[config.mk]
export PLATFORM = sky130hd
export DESIGN_NAME = ins_loader_flat
export DESIGN_NICKNAME = d
export VERILOG_FILES = /design/src/rtl/ins_loader_if.sv /design/src/rtl/ins_loader.sv /design/src/flat_wrapper.sv
export SDC_FILE = /design/constraint.sdc
export NUM_CORES = 1
export LEC_CHECK = 0
export BUFFER_PORTS_ARGS = -buffer_cell sky130_fd_sc_hd__buf_2
export CAP_MARGIN = 20
export CORE_MARGIN = 2
export CORE_UTILIZATION = 50
export DETAILED_ROUTE_END_ITERATION = 8
export PLACE_DENSITY = 0.75
export RECOVER_POWER = 25
export SYNTH_ARGS = -nofsm -noshare
export SYNTH_HDL_FRONTEND = slang
export SYNTH_SLANG_ARGS = --single-unit
[constraint.sdc]
create_clock -name clk -period 3.34 [get_ports clk]
set_clock_uncertainty 0.05 [all_clocks]
set_input_delay 0.668 -clock clk [delete_from_list [all_inputs] [get_ports clk]]
set_output_delay 0.668 -clock clk [all_outputs]
set_load 0.005 [all_outputs]
[src/rtl/ins_loader_if.sv]
// rtl/ins_loader_if.sv - program load stream, pc read port and status signals of the instruction loader
interface ins_loader_if;
  logic       load_req;
  logic       in_valid;
  logic [8:0] IN_INS;
  logic       in_last;
  logic       in_ready;
  logic [3:0] PC;
  logic [8:0] RES_INS;
  logic       set_pc;
  logic [3:0] LOAD_ADDR;
  logic       prog_valid;

  modport slave (
    input  load_req, in_valid, IN_INS, in_last, PC,
    output in_ready, RES_INS, set_pc, LOAD_ADDR, prog_valid
  );

  modport master (
    output load_req, in_valid, IN_INS, in_last, PC,
    input  in_ready, RES_INS, set_pc, LOAD_ADDR, prog_valid
  );
endinterface

[src/rtl/ins_loader.sv]
// rtl/ins_loader.sv - 16x9 program memory loaded from a word stream, padded with FILL_INS, read by pc
module ins_loader #(
  parameter logic [8:0] FILL_INS = 9'b000000000
) (
  input logic         clk,
  input logic         rst,
  ins_loader_if.slave bus
);

  typedef enum logic [1:0] {IDLE, LOAD, FILL, RUN} state_t;

  state_t     state;
  state_t     state_next;
  logic [8:0] mem [16];
  logic [3:0] addr;
  logic [3:0] addr_next;
  logic       pv;
  logic       pv_next;
  logic       we;
  logic [8:0] wdata;

  always_ff @(posedge clk) begin
    if (rst) begin
      state <= IDLE;
      addr  <= 4'd0;
      pv    <= 1'b0;
    end else begin
      state <= state_next;
      addr  <= addr_next;
      pv    <= pv_next;
    end
  end

  // Memory has no reset so a program survives rst; writes are still blocked during rst.
  always_ff @(posedge clk) begin
    if (we && !rst) begin
      mem[addr] <= wdata;
    end
  end

  always_comb begin
    state_next = state;
    addr_next  = addr;
    pv_next    = pv;
    we         = 1'b0;
    wdata      = FILL_INS;
    case (state)
      IDLE: begin
        if (bus.load_req) begin
          state_next = LOAD;
          addr_next  = 4'd0;
          pv_next    = 1'b0;
        end
      end
      LOAD: begin
        if (bus.in_valid) begin
          we        = 1'b1;
          wdata     = bus.IN_INS;
          addr_next = addr + 4'd1;
          if (addr == 4'd15) begin
            state_next = RUN;
            pv_next    = 1'b1;
          end else if (bus.in_last) begin
            state_next = FILL;
          end
        end
      end
      FILL: begin
        we        = 1'b1;
        addr_next = addr + 4'd1;
        if (addr == 4'd15) begin
          state_next = RUN;
          pv_next    = 1'b1;
        end
      end
      RUN: begin
        if (bus.load_req) begin
          state_next = LOAD;
          addr_next  = 4'd0;
          pv_next    = 1'b0;
        end
      end
      default: state_next = IDLE;
    endcase
  end

  assign bus.in_ready   = (state == LOAD);
  assign bus.set_pc     = (state != RUN);
  assign bus.RES_INS    = (state == RUN) ? mem[bus.PC] : FILL_INS;
  assign bus.LOAD_ADDR  = addr;
  assign bus.prog_valid = pv;

endmodule

[src/flat_wrapper.sv]
// flat-port wrapper written by rule: the top's interface ports become plain ports
module ins_loader_flat 
#(
  parameter logic [8:0] FILL_INS = 9'b000000000
)
  (clk, rst, bus_load_req, bus_in_valid, bus_IN_INS, bus_in_last, bus_PC, bus_in_ready, bus_RES_INS, bus_set_pc, bus_LOAD_ADDR, bus_prog_valid);
  ins_loader_if bus_i ();
  input logic clk;
  input logic rst;
  input wire logic [$bits(bus_i.load_req)-1:0] bus_load_req;
  input wire logic [$bits(bus_i.in_valid)-1:0] bus_in_valid;
  input wire logic [$bits(bus_i.IN_INS)-1:0] bus_IN_INS;
  input wire logic [$bits(bus_i.in_last)-1:0] bus_in_last;
  input wire logic [$bits(bus_i.PC)-1:0] bus_PC;
  output wire logic [$bits(bus_i.in_ready)-1:0] bus_in_ready;
  output wire logic [$bits(bus_i.RES_INS)-1:0] bus_RES_INS;
  output wire logic [$bits(bus_i.set_pc)-1:0] bus_set_pc;
  output wire logic [$bits(bus_i.LOAD_ADDR)-1:0] bus_LOAD_ADDR;
  output wire logic [$bits(bus_i.prog_valid)-1:0] bus_prog_valid;
  assign bus_i.load_req = bus_load_req;
  assign bus_i.in_valid = bus_in_valid;
  assign bus_i.IN_INS = bus_IN_INS;
  assign bus_i.in_last = bus_in_last;
  assign bus_i.PC = bus_PC;
  assign bus_in_ready = bus_i.in_ready;
  assign bus_RES_INS = bus_i.RES_INS;
  assign bus_set_pc = bus_i.set_pc;
  assign bus_LOAD_ADDR = bus_i.LOAD_ADDR;
  assign bus_prog_valid = bus_i.prog_valid;
  ins_loader #(.FILL_INS(FILL_INS)) u_core (.clk(clk), .rst(rst), .bus(bus_i));
endmodule
==> impl_metrics.env, run 1 <==
export IMPL_worstPathCellList="buf_4, buf_4, mux2i_1, a22oi_1, nand2_1, o22ai_1, buf_2"
export IMPL_synth_area_leaders="edfxtp_1 70%, mux2i_1 7.5%, mux4_2 5.9%"
export IMPL_final_layout_size_suffix_gt1_share_pct=24.11
export IMPL_setup_violations=0
export IMPL_ioPinCount=34
export IMPL_netlist_area_um2=6147
export IMPL_post_cts_buffers=0
export IMPL_dp_hpwl_um=8091
export IMPL_gp_congestion=0.7992
export IMPL_wire_per_inst_um=22.26
export IMPL_grt_pass1_vias=3454
export IMPL_die_w_um=114.9
export IMPL_synth_cell_type_count=35
export IMPL_hold_class="input port to flop"
export IMPL_start_kind="input port"
export IMPL_syn_nets=378
export IMPL_yosysSeqAreaShare_pct=72.62
export IMPL_powerDensity_nw_per_um2=646.5
export IMPL_ctsHoldBuffers=0
export IMPL_p_int_w=0.003570
export IMPL_yosys_warnings=0
export IMPL_dieHeight_um=114.9
export IMPL_rsz0062_at_grt="no"
export IMPL_area_growth_pct=16.71
export IMPL_critPathKind="input port to output pin"
export IMPL_clockPowerShare_pct=43.2
export IMPL_start_util_pct=51.18
export IMPL_setup_slack_ps=381.8
export IMPL_yosysTopAreaCellShare_pct=70.34
export IMPL_path_common_cell="buf_4"
export IMPL_finalHoldViolCount=0
export IMPL_grt_overflow=0
export IMPL_yosysTopAreaCell="edfxtp_1"
export IMPL_vias=3410
export IMPL_grt_max_degree=22
export IMPL_clk_pin_slew_worst_paths_ps=60
export IMPL_ys_ff_latch=151
export IMPL_pwr_share_comb_pct=9.8
export IMPL_layout_min_cycle_time_ps=2958
export IMPL_clkSinkCount=151
export IMPL_grt_pass1_wl_um=19420
export IMPL_layout_nets=436
export IMPL_cp_end_kind="output pin"
export IMPL_slew_viol_final=0
export IMPL_max_stage_delay_ps=360
export IMPL_drc=0
export IMPL_switchingPower_w=0.001068
export IMPL_post_route_period_util_pct=88.57
export IMPL_sw_frac_of_total_pct=23.04
export IMPL_crit_family="buffers and inverters"
export IMPL_syn_inst=352
export IMPL_cts_tree="built"
export IMPL_slew_headroom_pct=56.90
export IMPL_tns_ps=0
export IMPL_clockBufferDepth=2
export IMPL_htreeDepth=4
export IMPL_critPathMaxFanout=21
export IMPL_drv_cap=0
export IMPL_final_antenna_net_count=0
export IMPL_core_area_um2=12010
export IMPL_cts_buffers=17
export IMPL_antenna_found_initial=0
export IMPL_status="complete, no violations"
export IMPL_avgViaCountPerCell=5.982
export IMPL_wirelength_um=12690
export IMPL_arrival_ps=2240
export IMPL_root_buffer="clkbuf_16"
export IMPL_p_seq_share_pct=47.0
export IMPL_crit_buf_inv=3
export IMPL_tightest_slew_ps=646.5
export IMPL_dr_pass1_iters=6
export IMPL_rows=40
export IMPL_n_antenna_cell=0
export IMPL_ctsResizeCount=0
export IMPL_nFillCells=884
export IMPL_dieArea_um2=13200
export IMPL_initialDrtViolationCount=408
export IMPL_port_buffers=33
export IMPL_slowest_stage="buf_4"
export IMPL_p_leak_nw=2.622
export IMPL_clock_latency_ps=420
export IMPL_ir_drop_uv=476.7
export IMPL_cp_data_required_time_ps=2620
export IMPL_postSynthAreaPerCell_um2=17.46
export IMPL_place_ws_ps=435.6
export IMPL_fmax_mhz=338.0
export IMPL_finish_utilization_pct=59.73
export IMPL_grt_total_usage_pct=20.70
-- path summary, 6_finish.rpt --
kind	slack [ps]	depth (start not counted)	to	from
hold reg to reg	530	2	u_core.bus.prog_valid$_SDFFE_PP0P_	u_core.bus.prog_valid$_SDFFE_PP0P_
setup reg to reg	870	6	u_core.mem[4][5]$_DFFE_PP_	u_core.state[0]$_SDFFE_PP0P_
setup / recovery	380	7	bus_RES_INS[4]	bus_PC[0]
hold / removal	480	2	u_core.state[0]$_SDFFE_PP0P_	rst
-- cells in the final DEF (no fill, tap or decap), drive strengths merged, types with 8 or more instances in the layout --
master,instances
edfxtp,144
nor2,17
a22oi,17
and3,9
buf,55
o21ai,10
mux4,16
clkbuf,20
ha,8
mux2i,46
nand2,14
inv,10
-- state kept, by name (all words and copies together), names as in the netlist --
| register | count |
|---|---|
| u_core.mem | 144 |
| u_core.bus.LOAD_ADDR | 4 |
| u_core.state | 2 |
| u_core.bus.prog_valid | 1 |
-- power groups by stage --
stage                     clock [W]  combinational, W  sequential (W)
final                       0.00201          0.000453         0.00218
after global routing        0.00211          0.000503         0.00218
after CTS                   0.00202          0.000456         0.00218
after detailed placement          0          0.000451         0.00222
after global placement            0          0.000436         0.00222
after floorplan                   0          0.000308         0.00221
-- per-stage QoR --
stage / hold slack [ps] / total power, W / instances / cell area (um^2)
3_3_place_gp: 489.1 / 0.002651 / 538 / 6556
4_1_cts: 469.3 / 0.004658 / 570 / 7181
2_1_floorplan: 464.2 / 0.002519 / 352 / 6147
6_report: 477.5 / 0.004638 / 570 / 7174
3_5_place_dp: 530.9 / 0.002670 / 538 / 6556
5_1_grt: 488.6 / 0.004797 / 570 / 7174
-- Yosys cell counts, drive strengths merged --
library cell  number
a211oi             1
a21o               1
a21oi              6
a221oi             4
a22oi             17
a311oi             3
a31o               1
a41oi              2
and2               1
and2b              1
and3               9
buf               11
clkbuf             7
dfxtp              7
edfxtp           144
ha                 8
inv                6
mux2i             46
mux4              16
nand2             14
nand2b             3
nand3              1
nand3b             1
nor2              17
nor2b              3
nor3               7
o21ai             10
o22ai              5
-- worst register-to-register path, delay by kind of cell, from the launching register on --
| family | cells | cell delay [ps] |
|---|---|---|
| adder cells (fa/ha/maj) | 1 | 420 |
| flip-flops | 1 | 410 |
| buffers and inverters | 2 | 320 |
| AND/OR/NAND/NOR | 3 | 990 |
-- routing by layer --
layer,vias to the layer above,GRT usage [%],share of wire (%)
li1,1521,-,-
met1,1702,27.08,41
met2,166,32.51,49
met3,21,7.011,8.3
met4,0,7.711,1.8
met5,-,0,0
-- layout make-up --
cell class / instances / area [um^2] / share of cell area, %
flip-flops and latches: 151 / 4464 / 62.23
multi-input cells: 177 / 1534 / 21.38
clock buffers: 18 / 429.2 / 5.982
repair buffers: 57 / 345.3 / 4.813
clock inverters: 14 / 195.2 / 2.721
well taps: 147 / 183.9 / 2.564
inverters: 6 / 22.52 / 0.3139
-- cells by family after synthesis --
kind of cell | Yosys count | share of synthesized area [%]
AO/OA/AOI/OAI | 50 | 5.618
adder cells (fa/ha/maj) | 8 | 1.628
buffers and inverters | 24 | 2.361
flip-flops | 151 | 72.62
multiplexers | 62 | 13.35
AND/OR/NAND/NOR | 57 | 4.417
(Power assumes the default switching activity.)
==> run 2, diff against run 1 <==
--- a/config.mk
+++ b/config.mk
@@ -8,9 +8,10 @@
 export BUFFER_PORTS_ARGS = -buffer_cell sky130_fd_sc_hd__buf_2
 export CAP_MARGIN = 20
 export CORE_MARGIN = 2
-export CORE_UTILIZATION = 50
+export CORE_UTILIZATION = 40
 export DETAILED_ROUTE_END_ITERATION = 8
-export PLACE_DENSITY = 0.75
+export GPL_ROUTABILITY_DRIVEN = 0
+export PLACE_DENSITY = 0.64
 export RECOVER_POWER = 25
 export SYNTH_ARGS = -nofsm -noshare
 export SYNTH_HDL_FRONTEND = slang
==> run 2 against run 1 <==
Net effect:
- via count decreased by 1.3%
- final cell count increased by 7.0%
- clock-buffer cell count increased by 4
- worst hold slack about the same
- critical path depth decreased by 1
- register-to-register slack got worse by 60 ps
- non-clock buffer count decreased by 1
- global-route usage decreased by 4.0 points
- die area increased by 24%
- setup slack improved by 50 ps
- combinational power decreased by 2%
==> impl_metrics.env, run 2 (synthesized netlist as in run 1, its figures left out) <==
export IMPL_slew_viol_final=0
export IMPL_grt_max_degree=46
export IMPL_arrival_ps=2190
export IMPL_grt_overflow=0
export IMPL_slew_headroom_pct=56.67
export IMPL_post_route_period_util_pct=87.07
export IMPL_p_total_w=0.004643
export IMPL_fmax_mhz=343.8
export IMPL_max_stage_delay_ps=410
export IMPL_hp_start="rst"
export IMPL_post_cts_buffers=0
export IMPL_start_kind="flop"
export IMPL_ctsHoldBuffers=0
export IMPL_tns_ps=0
export IMPL_ctsResizeCount=0
export IMPL_clk_pin_slew_worst_paths_ps=60
export IMPL_dieHeight_um=128.0
export IMPL_r2r_start="u_core.state[0]$_SDFFE_PP0P_"
export IMPL_grt_pass1_vias=3436
export IMPL_ir_drop_uv=395.7
export IMPL_root_buffer="clkbuf_16"
export IMPL_crit_buf_inv=1
export IMPL_tightest_slew_ps=650.0
export IMPL_area_growth_pct=17.57
export IMPL_use_met3_pct=4.382
export IMPL_clockBufferDepth=2
export IMPL_grt_total_usage_pct=16.67
export IMPL_cts_tree="built"
export IMPL_start_util_pct=40.74
export IMPL_clock_latency_ps=420
export IMPL_core_area_um2=15090
export IMPL_final_layout_size_suffix_gt1_share_pct=22.99
export IMPL_dp_cells=578
export IMPL_finalHoldViolCount=0
export IMPL_setup_violations=0
export IMPL_vias=3364
export IMPL_hold_class="input port to flop"
export IMPL_slowest_stage="dfxtp_1"
export IMPL_layout_min_cycle_time_ps=2908
export IMPL_drc=0
export IMPL_cts_buffers=17
export IMPL_rsz0062_at_grt="no"
export IMPL_regMostFlops="u_core.mem"
export IMPL_dr_pass1_iters=5
export IMPL_dieArea_um2=16380
export IMPL_nFillCells=1268
export IMPL_wirelength_um=12890
export IMPL_grt_pass1_wl_um=19510
export IMPL_status="complete, no violations"
export IMPL_fin_cells=610
export IMPL_layout_nets=435
export IMPL_worstSetupStartpoint="u_core.state[0]$_SDFFE_PP0P_"
export IMPL_dp_hpwl_um=8192
export IMPL_crit_family="compound AO/OA/AOI/OAI gates"
export IMPL_cp_data_required_time_ps=2620
export IMPL_initialDrtViolationCount=349
export IMPL_drv_cap=0
export IMPL_rows=45
export IMPL_wire_per_inst_um=21.13
export IMPL_use_met1_pct=22.40
export IMPL_ioPinCount=34
export IMPL_critPathMaxFanout=9
export IMPL_final_antenna_net_count=0
export IMPL_antenna_found_initial=0
export IMPL_worstPathCellList="ha_1, nand2b_1, a221oi_1, o21ai_1, o21ai_0, buf_2"
export IMPL_powerDensity_nw_per_um2=642.4
export IMPL_cp_end_kind="output pin"
export IMPL_layout_commonest_cell="edfxtp_1"
export IMPL_grt_util_met2_pct=25.73
export IMPL_htreeDepth=4
export IMPL_p_leak_nw=2.625
export IMPL_clkSinkCount=151
export IMPL_n_antenna_cell=0
export IMPL_avgViaCountPerCell=5.515
export IMPL_port_buffers=33
export IMPL_critPathKind="flop to output pin"
export IMPL_largest_reg_flops=144
export IMPL_top_usage_layer="met2"
export IMPL_die_w_um=128.0
export IMPL_final_cell_mix="144 x edfxtp_1, 46 x mux2i_1, 30 x buf_2"
==> run 2: changes by cell type in the layout (fill, tap and decap cells not counted) <==
| cell | before | now |
|---|---|---|
| clkinv_2 | 1 | 3 |
| bufinv_16 | 4 | 5 |
| buf_12 | 0 | 1 |
| buf_4 | 25 | 23 |
| clkinv_4 | 1 | 0 |
| inv_6 | 4 | 0 |
| clkbuf_1 | 3 | 7 |
| clkinvlp_4 | 3 | 1 |
==> run 2: path summary, 6_finish.rpt <==
path,end,slack [ps],cells after the start
worst max-delay path,bus_RES_INS[0],430,6
worst min register to register,u_core.state[1]$_SDFFE_PP0P_,510,2
worst max register to register,u_core.mem[4][2]$_DFFE_PP_,810,6
worst min-delay path,u_core.state[1]$_SDFFE_PP0P_,480,2
==> run 2: where the power goes <==
group          switching, W  leakage [nW]  internal, W
combinational      0.000282         0.937     0.000163
clock              0.000700         0.300      0.00132
sequential        0.0000308          1.39      0.00215
==> run 2: per-layer routing <==
layer | vias up | part of all wire (%)
li1 | 1520 | -
met3 | 20 | 6.0
met2 | 122 | 48
met4 | 0 | 1.8
met1 | 1702 | 44
met5 | - | 0
==> run 2: final cells by class <==
type,count,area (um^2),share of cell area [%]
inverters,6,22.52,0.3116
multi-input cells,177,1534,21.23
flip-flops and latches,151,4464,61.77
well taps,188,235.2,3.255
clock buffers,22,444.2,6.146
clock inverters,10,176.4,2.441
repair buffers,56,350.3,4.848
==> run 2: metrics by stage <==
stage          setup slack (ps)  area [um^2]  hold WS [ps]  util [%]
2_1_floorplan             848.5         6147         464.2         -
3_3_place_gp              493.7         6613         493.2     43.82
3_5_place_dp              483.5         6613         505.8     43.82
4_1_cts                   344.5         7233         452.7     47.94
5_1_grt                   268.9         7227         467.9     47.89
6_report                  431.7         7227         477.4     47.89
==> run 3, diff against run 2 <==
--- a/config.mk
+++ b/config.mk
@@ -7,11 +7,13 @@
 export LEC_CHECK = 0
 export BUFFER_PORTS_ARGS = -buffer_cell sky130_fd_sc_hd__buf_2
 export CAP_MARGIN = 20
+export CELL_PAD_IN_SITES_DETAIL_PLACEMENT = 1
+export CELL_PAD_IN_SITES_GLOBAL_PLACEMENT = 1
 export CORE_MARGIN = 2
 export CORE_UTILIZATION = 40
 export DETAILED_ROUTE_END_ITERATION = 8
 export GPL_ROUTABILITY_DRIVEN = 0
-export PLACE_DENSITY = 0.64
+export PLACE_DENSITY = 0.71
 export RECOVER_POWER = 25
 export SYNTH_ARGS = -nofsm -noshare
 export SYNTH_HDL_FRONTEND = slang
==> run 3 against run 2 <==
Net effect:
- cell area grew 0.19%
- combinational power grew 4%
- final cell count grew 0.49%
==> impl_metrics.env, run 3 (synthesized netlist as in run 1, its figures left out) <==
export IMPL_place_ws_ps=411.4
export IMPL_p_leak_nw=2.631
export IMPL_wirelength_um=14720
export IMPL_tns_ps=0
export IMPL_post_route_period_util_pct=87.63
export IMPL_core_area_um2=15090
export IMPL_grt_pass1_wl_um=22170
export IMPL_vias=3401
export IMPL_post_cts_buffers=0
export IMPL_largest_reg_flops=144
export IMPL_final_antenna_net_count=0
export IMPL_dr_pass1_iters=4
export IMPL_final_cell_mix="144 x edfxtp_1, 46 x mux2i_1, 31 x buf_2"
export IMPL_root_buffer="clkbuf_16"
export IMPL_layout_commonest_cell="edfxtp_1"
export IMPL_hold_class="input port to flop"
export IMPL_slew_viol_final=0
export IMPL_layout_min_cycle_time_ps=2927
export IMPL_ctsResizeCount=0
export IMPL_grt_pass1_vias=3645
export IMPL_finish_utilization_pct=47.99
export IMPL_start_util_pct=40.74
export IMPL_port_buffers=33
export IMPL_ioPinCount=34
export IMPL_cp_data_required_time_ps=2620
export IMPL_antenna_found_initial=0
export IMPL_tightest_slew_ps=622.9
export IMPL_clock_latency_ps=420
export IMPL_htreeDepth=4
export IMPL_die_w_um=128.0
export IMPL_cts_tree="built"
export IMPL_ctsHoldBuffers=0
export IMPL_clockBufferDepth=2
export IMPL_grt_max_degree=26
export IMPL_n_antenna_cell=0
export IMPL_final_layout_size_suffix_gt1_share_pct=24.47
export IMPL_layout_nets=438
export IMPL_start_kind="flop"
export IMPL_grt_total_usage_pct=19.23
export IMPL_ir_drop_uv=414.0
export IMPL_setup_slack_ps=413.2
export IMPL_avgViaCountPerCell=5.548
export IMPL_status="complete, no violations"
export IMPL_initialDrtViolationCount=335
export IMPL_cp_end_kind="output pin"
export IMPL_fmax_mhz=341.7
export IMPL_finalHoldViolCount=0
export IMPL_arrival_ps=2210
export IMPL_regMostFlops="u_core.mem"
export IMPL_dieArea_um2=16380
export IMPL_drv_cap=0
export IMPL_grt_overflow=0
export IMPL_clk_pin_slew_worst_paths_ps=60
export IMPL_drc=0
export IMPL_rows=45
export IMPL_area_growth_pct=17.79
export IMPL_critPathMaxFanout=9
export IMPL_hold_ws_ps=478.0
export IMPL_wire_per_inst_um=24.02
export IMPL_powerDensity_nw_per_um2=637.1
export IMPL_dieHeight_um=128.0
export IMPL_slew_headroom_pct=58.47
export IMPL_ff2ff_setup_slack_ps=1040
export IMPL_rsz0062_at_grt="no"
export IMPL_cts_buffers=17
export IMPL_dp_hpwl_um=9186
export IMPL_clkSinkCount=151
export IMPL_critPathKind="flop to output pin"
export IMPL_setup_violations=0
export IMPL_nFillCells=1466
## run 3: changes by cell type in the layout (fill, tap and decap cells not counted)
cell / delta
clkinv_4: +1
buf_4: +3
bufinv_16: -1
buf_2: +1
clkinv_1: +2
clkinvlp_4: +3
clkbuf_1: -6
## run 3: layout make-up
class                      instances  area, um^2  share of cell area, %
clock buffer                      17       425.4                  5.875
clock inverter                    15       185.2                  2.557
inverter                           6       22.52                 0.3110
multi-input combinational        177        1534                  21.19
sequential                       151        4464                  61.66
tap                              188       235.2                  3.249
timing repair buffer              59       374.1                  5.167
## run 3: power by group
| group | internal (W) | leakage (nW) | total (W) | switching, W |
|---|---|---|---|---|
| Combinational | 0.000167 | 0.956 | 0.000461 | 0.000294 |
| Sequential | 0.00215 | 1.39 | 0.00218 | 0.0000311 |
| Clock | 0.00124 | 0.287 | 0.00197 | 0.000734 |
| Total | 0.00355 | 2.63 | 0.00461 | 0.00106 |
## run 3: per-layer routing
| metal | share of wire, % | global-route usage [%] |
|---|---|---|
| met4 | 1.4 | 5.624 |
| met2 | 51 | 32.02 |
| met3 | 5.9 | 4.591 |
| met1 | 42 | 25.29 |
| met5 | 0 | 0 |
## run 3: critical path: stages (launching register included)
cell and delay [ps]:
dfxtp_1 420, ha_1 240, nand2b_1 340, a221oi_1 370
o21ai_1 120, o21ai_0 130, buf_2 170
## run 3: through the flow
step	power, W	instance area [um^2]	instances
floorplan	0.002519	6147	352
global placement	0.002662	6635	581
detailed placement	0.002689	6635	581
CTS	0.004655	7246	613
global route	0.004771	7241	613
finish	0.004613	7241	613
## run 3: final timing paths
check | startpoint | endpoint | cells after the start
worst max-delay path | u_core.state[0]$_SDFFE_PP0P_ | bus_RES_INS[0] | 6
worst min-delay path | rst | u_core.bus.LOAD_ADDR[2]$_SDFFE_PP0P_ | 2
worst max register to register | u_core.state[0]$_SDFFE_PP0P_ | u_core.mem[2][8]$_DFFE_PP_ | 6
worst min register to register | u_core.bus.prog_valid$_SDFFE_PP0P_ | u_core.bus.prog_valid$_SDFFE_PP0P_ | 2
